===== src/rtl/fifo_ctrl.sv =====
// fifo_ctrl: controller for a FIFO built on an external dual-port RAM with
// registered read data. Port A writes, port B reads. A two-entry output
// stage (output register plus skid register) hides the one-cycle RAM read
// latency, so one push and one pop can both happen on every cycle.
module fifo_ctrl #(
  parameter int DATAWIDTH = 8,
  parameter int ADDRWIDTH = 8
) (
  input  logic                 clock,
  input  logic                 reset,
  input  logic                 flush,
  // push side
  input  logic                 wr_en,
  input  logic [DATAWIDTH-1:0] wr_data,
  output logic                 full,
  // pop side
  output logic                 rd_valid,
  input  logic                 rd_ready,
  output logic [DATAWIDTH-1:0] rd_data,
  // status
  output logic                 empty,
  output logic [ADDRWIDTH+1:0] level,
  output logic                 overflow,
  // RAM side
  output logic [ADDRWIDTH-1:0] ram_address_a,
  output logic [DATAWIDTH-1:0] ram_data_a,
  output logic                 ram_wren_a,
  output logic [ADDRWIDTH-1:0] ram_address_b,
  output logic [DATAWIDTH-1:0] ram_data_b,
  output logic                 ram_wren_b,
  input  logic [DATAWIDTH-1:0] ram_q_b
);

  // ram_count value when every RAM slot holds an unfetched word
  localparam logic [ADDRWIDTH:0] RamFull = {1'b1, {ADDRWIDTH{1'b0}}};

  logic [ADDRWIDTH-1:0] wr_ptr_q, wr_ptr_d;
  logic [ADDRWIDTH-1:0] rd_ptr_q, rd_ptr_d;
  logic [ADDRWIDTH:0]   ram_count_q, ram_count_d;
  logic                 pending_q, pending_d;
  logic                 out_valid_q, out_valid_d;
  logic [DATAWIDTH-1:0] out_data_q, out_data_d;
  logic                 skid_valid_q, skid_valid_d;
  logic [DATAWIDTH-1:0] skid_data_q, skid_data_d;
  logic                 overflow_q, overflow_d;

  logic       push;
  logic       pop;
  logic       fetch;
  logic [1:0] occ_after_pop;

  assign full     = (ram_count_q == RamFull);
  assign push     = wr_en & ~full;
  assign pop      = out_valid_q & rd_ready;
  assign rd_valid = out_valid_q;
  assign rd_data  = out_data_q;
  assign overflow = overflow_q;

  assign level = (ADDRWIDTH+2)'(ram_count_q) + (ADDRWIDTH+2)'(pending_q)
               + (ADDRWIDTH+2)'(out_valid_q) + (ADDRWIDTH+2)'(skid_valid_q);
  assign empty = (level == '0);

  // Port A writes pushes straight through; port B always addresses the head.
  assign ram_address_a = wr_ptr_q;
  assign ram_data_a    = wr_data;
  assign ram_wren_a    = push;
  assign ram_address_b = rd_ptr_q;
  assign ram_data_b    = '0;
  assign ram_wren_b    = 1'b0;

  // Fetch only when the output stage will have room for the returning word.
  // A word written at edge k is counted in ram_count_q only after edge k, so
  // the earliest fetch of it is edge k+1 and port B never races port A.
  always_comb begin
    occ_after_pop = 2'(out_valid_q) + 2'(skid_valid_q) + 2'(pending_q) - 2'(pop);
    fetch         = (ram_count_q != '0) && (occ_after_pop < 2'd2);
  end

  // Next-state logic for pointers, counters and the output/skid stage.
  always_comb begin
    // NOTE: every variable gets a default first so no path leaves it unassigned, which would infer a latch.
    wr_ptr_d     = wr_ptr_q;
    rd_ptr_d     = rd_ptr_q;
    ram_count_d  = ram_count_q;
    pending_d    = fetch;
    overflow_d   = overflow_q | (wr_en & full);
    out_valid_d  = out_valid_q;
    out_data_d   = out_data_q;
    skid_valid_d = skid_valid_q;
    skid_data_d  = skid_data_q;

    if (push)  wr_ptr_d = wr_ptr_q + ADDRWIDTH'(1);
    if (fetch) rd_ptr_d = rd_ptr_q + ADDRWIDTH'(1);

    unique case ({push, fetch})
      2'b10:   ram_count_d = ram_count_q + (ADDRWIDTH+1)'(1);
      2'b01:   ram_count_d = ram_count_q - (ADDRWIDTH+1)'(1);
      default: ram_count_d = ram_count_q;
    endcase

    // Pop first: the skid word (older) refills the output register.
    if (pop) begin
      if (skid_valid_q) begin
        out_data_d   = skid_data_q;
        skid_valid_d = 1'b0;
      end else begin
        out_valid_d = 1'b0;
      end
    end

    // Then land the returning RAM word behind whatever is still held.
    if (pending_q) begin
      if (!out_valid_d) begin
        out_valid_d = 1'b1;
        out_data_d  = ram_q_b;
      end else begin
        skid_valid_d = 1'b1;
        skid_data_d  = ram_q_b;
      end
    end
  end

  // Control state register; reset and flush clear everything, dropping any in-flight read.
  always_ff @(posedge clock) begin
    // NOTE: non-blocking assignments so every register samples pre-edge values regardless of statement order.
    if (reset || flush) begin
      wr_ptr_q     <= '0;
      rd_ptr_q     <= '0;
      ram_count_q  <= '0;
      pending_q    <= 1'b0;
      out_valid_q  <= 1'b0;
      out_data_q   <= '0;
      skid_valid_q <= 1'b0;
      overflow_q   <= 1'b0;
    end else begin
      wr_ptr_q     <= wr_ptr_d;
      rd_ptr_q     <= rd_ptr_d;
      ram_count_q  <= ram_count_d;
      pending_q    <= pending_d;
      out_valid_q  <= out_valid_d;
      out_data_q   <= out_data_d;
      skid_valid_q <= skid_valid_d;
      overflow_q   <= overflow_d;
    end
  end

  // Skid data register.
  always_ff @(posedge clock) begin
    // NOTE: data-only storage is left unreset; skid_valid_q qualifies it, saving reset fan-out.
    skid_data_q <= skid_data_d;
  end

endmodule


===== config.mk =====
export PLATFORM = sky130hd
export DESIGN_NAME = fifo_ctrl
export DESIGN_NICKNAME = d
export VERILOG_FILES = /design/src/rtl/fifo_ctrl.sv
export SDC_FILE = /design/constraint.sdc
export NUM_CORES = 1
export LEC_CHECK = 0
export CORE_AREA = 3 3 76 78
export DETAILED_ROUTE_END_ITERATION = 12
export DIE_AREA = 0 0 79 81
export GPL_ROUTABILITY_DRIVEN = 0
export PLACE_DENSITY = 0.87
export SLEW_MARGIN = 10
export SYNTH_ARGS = -nofsm -noshare
export SYNTH_HDL_FRONTEND = slang
export SYNTH_SLANG_ARGS = --single-unit

===== constraint.sdc =====
create_clock -name clock -period 9.55 [get_ports clock]
set_clock_uncertainty 0.15 [all_clocks]
set_input_delay 0.955 -clock clock [delete_from_list [all_inputs] [get_ports clock]]
set_output_delay 0.955 -clock clock [all_outputs]
set_load 0.02 [all_outputs]

After elaboration in Yosys (flattened, before gate mapping)
Index checks and enable logic that the tools add are counted.
{"block": "word_totals", "word_cells": 45, "out_inout_bits": 56, "input_bits": 21, "regBits": 45}
{"block": "classes", "bitwise": 5, "magnitude_cmp": 1, "n_addsub": 10, "n_mux": 11, "n_eq_ne": 3, "n_reduce_logical": 6}
{"cell": "8-bit two-way mux", "count": 4}
{"cell": "10-bit by 1-bit adder with 10-bit output", "count": 2}
{"cell": "9-bit one-hot mux with 2 select lines", "count": 1}
{"cell": "8-bit by 1-bit adder with 8-bit output (second input constant)", "count": 2}
{"cell": "9-bit by 1-bit adder with 10-bit output", "count": 1}
{"cell": "10-bit zero test", "count": 1}
{"cell": "9-bit by 1-bit adder with 9-bit output (second input constant)", "count": 1}
{"cell": "9-bit == test (second input constant)", "count": 1}
{"cell": "9-bit nonzero test", "count": 1}
{"cell": "9-bit by 1-bit subtractor with 9-bit output (second input constant)", "count": 1}
{"cell": "1-bit two-way mux", "count": 6}
{"cell": "1-bit bitwise AND", "count": 3}
{"cell": "1-bit by 1-bit adder with 2-bit output", "count": 1}
{"cell": "2-bit by 1-bit adder with 2-bit output", "count": 1}
{"cell": "2-bit by 1-bit == test with 1-bit output (second input constant)", "count": 1}
{"cell": "2-bit == test (second input constant)", "count": 1}
{"cell": "2-bit < comparator (second input constant)", "count": 1}
{"cell": "2-bit AND reduction", "count": 1}
{"cell": "2-bit nonzero test", "count": 1}
{"cell": "2-bit by 1-bit subtractor with 2-bit output", "count": 1}
{"cell": "1-bit logical AND", "count": 1}
{"cell": "1-bit logical OR", "count": 1}
{"cell": "1-bit NOT", "count": 1}
{"cell": "1-bit OR", "count": 1}

Depth between registers and ports, before layout
{"block": "depth", "ltp_word": 7, "mapped_depth": 15, "mapped_depth_nobuf": 15}

Worst setup path before layout
No wires, ideal clock.
{"block": "synth_timing", "path_type": "input -> register", "start": "in rd_ready", "end": "reg ram_count_q[8]", "setup_ns": 0.131, "path_buffers": 0, "cell_stages": 15, "slack_ns": 5.342, "arrival_ns": 3.927, "t_required_ns": 9.269, "cell_sequence": "nand2_1 inv_2 ha_1 inv_1 ha_1 a21oi_1 xnor2_1 nor2_1 ha_1 ha_1 a21oi_1 a211oi_1 nor3_1 o311ai_1 o41ai_1"}
{"block": "synth_via", "elab_chain_cells": 6, "word_cells_on_any_way": 8, "classes_between": "add/sub: 1; order compare: 1; eq/ne: 2; mux: 1; bitwise: 1; reduce/logical: 2"}
{"item": "start: declaration", "line_no": "18", "text": "input logic rd_ready,"}
{"item": "1-bit bitwise AND (*)", "line_no": "54", "text": "assign pop = out_valid_q & rd_ready;"}
{"item": "2-bit by 1-bit subtractor with 2-bit output (*)", "line_no": "75", "text": "occ_after_pop = 2'(out_valid_q) + 2'(skid_valid_q) + 2'(pending_q) - 2'(pop);"}
{"item": "2-bit < comparator (*)", "line_no": "76", "text": "fetch = (ram_count_q != '0) && (occ_after_pop < 2'd2);"}
{"item": "1-bit logical AND (*)", "line_no": "76"}
{"item": "net fetch", "line_no": "49", "text": "logic fetch;"}
{"item": "2-bit by 1-bit == test with 1-bit output or 2-bit == test (tied branches)", "line_no": "95", "text": "unique case ({push, fetch})"}
{"item": "9-bit one-hot mux with 2 select lines or 2-bit nonzero test (tied branches)"}
{"item": "end signal: assignment", "line_no": "138", "text": "ram_count_q <= ram_count_d;"}
{"item": "end: declaration", "line_no": "39", "text": "logic [ADDRWIDTH:0] ram_count_q, ram_count_d;"}
Mark *: on every way through the listed nets, which the timed path passes. The rest lies on a longest branch.
A chain may end at the register's enable or synchronous reset.

Worst setup path after layout
Same ends and word-level chain as after synthesis.

==> metrics.txt <==
outcome completed; drt initial violations roughly 120; total die area around 6400 um2; Max Fclk about 210 MHz; CTS Hold Bufs 0; post-DP HPWL 4240 um; Worst-Skew Late Latency about 0.30 ns; crit path DAT 4.84 ns; fin cells slightly below 400; CTS tree yes; CP required about 9.6 ns; Synth Instances approximately 280; most used cell, CP ha_1; fillers 452; slew margin rel. 0.454; Leakage roughly 1.3 nW; total grt overflow 0; crit path cell chain clkdlybuf4s50_1, nand2_1, inv_2, ha_1, inv_1, ha_1, a21oi_1, xnor2_1, nor2_1, ha_1, ha_1, a21oi_1, a211oi_1, nor3_1, o311ai_1, o41ai_1; maximum fanout along the worst path 10; Top-Level Pins 77; num rows 26; PD cells between 300 and 400 nW/um2; area of the multi-input gates ~1400 um2; via count 2109; area share of the largest cell type after synthesis 0.284; Die Ht 81 um; Post-synth EDFFs 8; Die Width a little under 80 um; CTS Buf Count 5; vias in the first global route roughly 2100; Yosys cell types 49; diode count 0; HP Class flop to flop; prevailing post-synth register cell dfxtp_1; setup TNS 0 ns; Mapped Area between 2000 and 3000 um2; Crit path max-delay family adder cells; clock tree buffer depth 2; clk sinks 45; Slowest-stage cell, CP xnor2_1; Buffers on Ports a little over 50; RSZ-0062 raised after global routing no; Seq/Total Area, Yosys 0.376; largest net degree at the start of global routing 38; critical path capture point type flop; clock-pin slew on the worst setup and hold paths about 0.090 ns; Initial Utilization 0.507; post-cts resize count 0; Synth Register Bits 45; VDD IR-drop max 0.213 mV; WS Path Type input pin to flop; crit path launch type input pin; via/cell ratio between 5 and 6; core area 5140 um2; largest stage delay on the critical path about 0.66 ns; first-pass GRT wire length roughly 9700 um; final WL around 5700 um; H-tree lvl count 2; final setup fails 0; Post CTS Setup Buffer Count 0; Yosys top cell by area dfxtp_1; pin slew with the least headroom to its limit 0.813 ns; Buf+Inv Stages, Crit Path 3; total track usage 0.191; Mapped Avg Cell Area ~9.3 um2; WL per Instance 14.8 um; Post-synth ARST share 0; Fin. Hold Viols 0; fin nets about 360; Period Utilization, post-route 0.506; Reg area about 980 um2; initial antenna violation count 0; Residual DRC 0; Area Overhead vs Synth 22.1%; Synth area leaders dfxtp_1, edfxtp_1, ha_1; Post-DRT Antenna Nets 0; placed cells 380; TritonRoute pass-1 iters 4; share of post-route cells with drive strength above 1 0.0566; Root Driver clkbuf_8; Pins Over Slew Limit 0; Tmin final roughly 4.8 ns; max capacitance violation total 0; YS warnings 0
==> where the power goes <==
part,switching (W),total [W],internal [W],leakage [nW]
Sequential,0.0000491,0.000263,0.000214,0.371
Clock,0.0000690,0.000174,0.000105,0.0687
Combinational,0.000341,0.000584,0.000243,0.821
==> through the flow <==
step	cell area, um2	hold slack [ns]	util	total power, W	setup WS, ns
after floorplan	2640	0.349	-	0.000729	5.34
after global placement	3050	0.299	0.593	0.000821	4.65
after detailed placement	3050	0.314	0.593	0.000845	4.38
after CTS	3180	0.335	0.619	0.00103	4.70
after global routing	3180	0.390	0.619	0.00110	4.43
final	3180	0.331	0.619	0.00102	4.72
==> worst paths after layout <==
| check | to | from | depth (start not counted) | slack, ns |
|---|---|---|---|---|
| hold reg to reg | overflow$_SDFF_PP0_ | overflow$_SDFF_PP0_ | 2 | 0.33 |
| setup / recovery | ram_count_q[8]$_SDFFE_PP0P_ | rd_ready | 16 | 4.72 |
| hold / removal | overflow$_SDFF_PP0_ | overflow$_SDFF_PP0_ | 2 | 0.33 |
| setup reg to reg | ram_count_q[8]$_SDFFE_PP0P_ | rd_valid$_SDFF_PP0_ | 15 | 5.42 |
==> synth_stat cells, drive strengths merged (2+ instances only) <==
master and instances:
nand2 16, inv 6, mux2i 12, nor3 7
a21o 2, nand3 13, and3 5, o21a 2
or3 2, nand2b 2, xnor2 17, clkbuf 6
dfxtp 37, edfxtp 8, ha 14, xor2 11
a21oi 14, nor3b 2, fa 3, buf 25
o21ai 4, nand4 5, o31ai 2, nor4 5
a211oi 9, nor2 37
==> placed cells by master, fill, tap and decap left out, types with 2 or more instances in the layout <==
master           instances
clkdlybuf4s50_1         51
inv_1                    3
o21ai_1                  3
edfxtp_1                 8
a21o_1                   2
and3_1                   5
mux2i_1                 12
nor3b_1                  2
xnor2_1                 17
a21oi_1                 14
clkbuf_8                 5
xor2_1                  11
o31ai_1                  2
nor2_1                  37
dfxtp_1                 37
o21a_1                   2
conb_1                   9
nor4_2                   3
a211oi_1                 9
bufinv_16                2
or3_1                    2
nand2b_1                 2
nand2_1                 16
nand4_1                  5
fa_1                     3
ha_1                    14
inv_2                    3
nand3_1                 13
nor3_1                   7
==> routing by layer <==
| layer | vias up | GRT usage | routed length [um] |
|---|---|---|---|
| met2 | 57 | 0.357 | 3020 |
| met5 | - | 0 | 0 |
| li1 | 1029 | - | - |
| met4 | 0 | 0.0893 | 157 |
| met1 | 1009 | 0.211 | 2360 |
| met3 | 14 | 0.0310 | 210 |
==> tightest hold or removal path, stage by stage (launching register included) <==
cell	delay, ns
dfxtp_1	0.34
a21oi_1	0.04
nor2_1	0.07
==> flip-flops by register name, indices dropped and copies added, names as in the netlist <==
name / cells
skid_valid_q: 1
ram_address_a: 8
rd_valid: 1
ram_count_q: 9
rd_data: 8
skid_data_q: 8
ram_address_b: 8
overflow: 1
pending_q: 1
==> area by class of cell <==
| cell class | count | area share |
|---|---|---|
| Clock buffer | 5 | 0.0216 |
| Timing Repair Buffer | 52 | 0.163 |
| Clock inverter | 3 | 0.0216 |
| Inverter | 6 | 0.00708 |
| Tap cell | 70 | 0.0275 |
| Multi-Input combinational cell | 207 | 0.451 |
| Sequential cell | 45 | 0.308 |
==> cell families (layout without fill, tap and decap cells) <==
kind of cell    count (synthesis)  after routing  share of synthesized area
simple gates                  101            101                      0.203
flops                          45             45                      0.376
compound gates                 40             40                      0.105
buf+inv                        37             66                     0.0840
xor+xnor                       28             28                     0.0941
fa+ha+maj                      17             17                     0.0903
mux                            12             12                     0.0461
other cells                     1              9                    0.00144
Note: power is estimated with default switching activity, not from simulation.
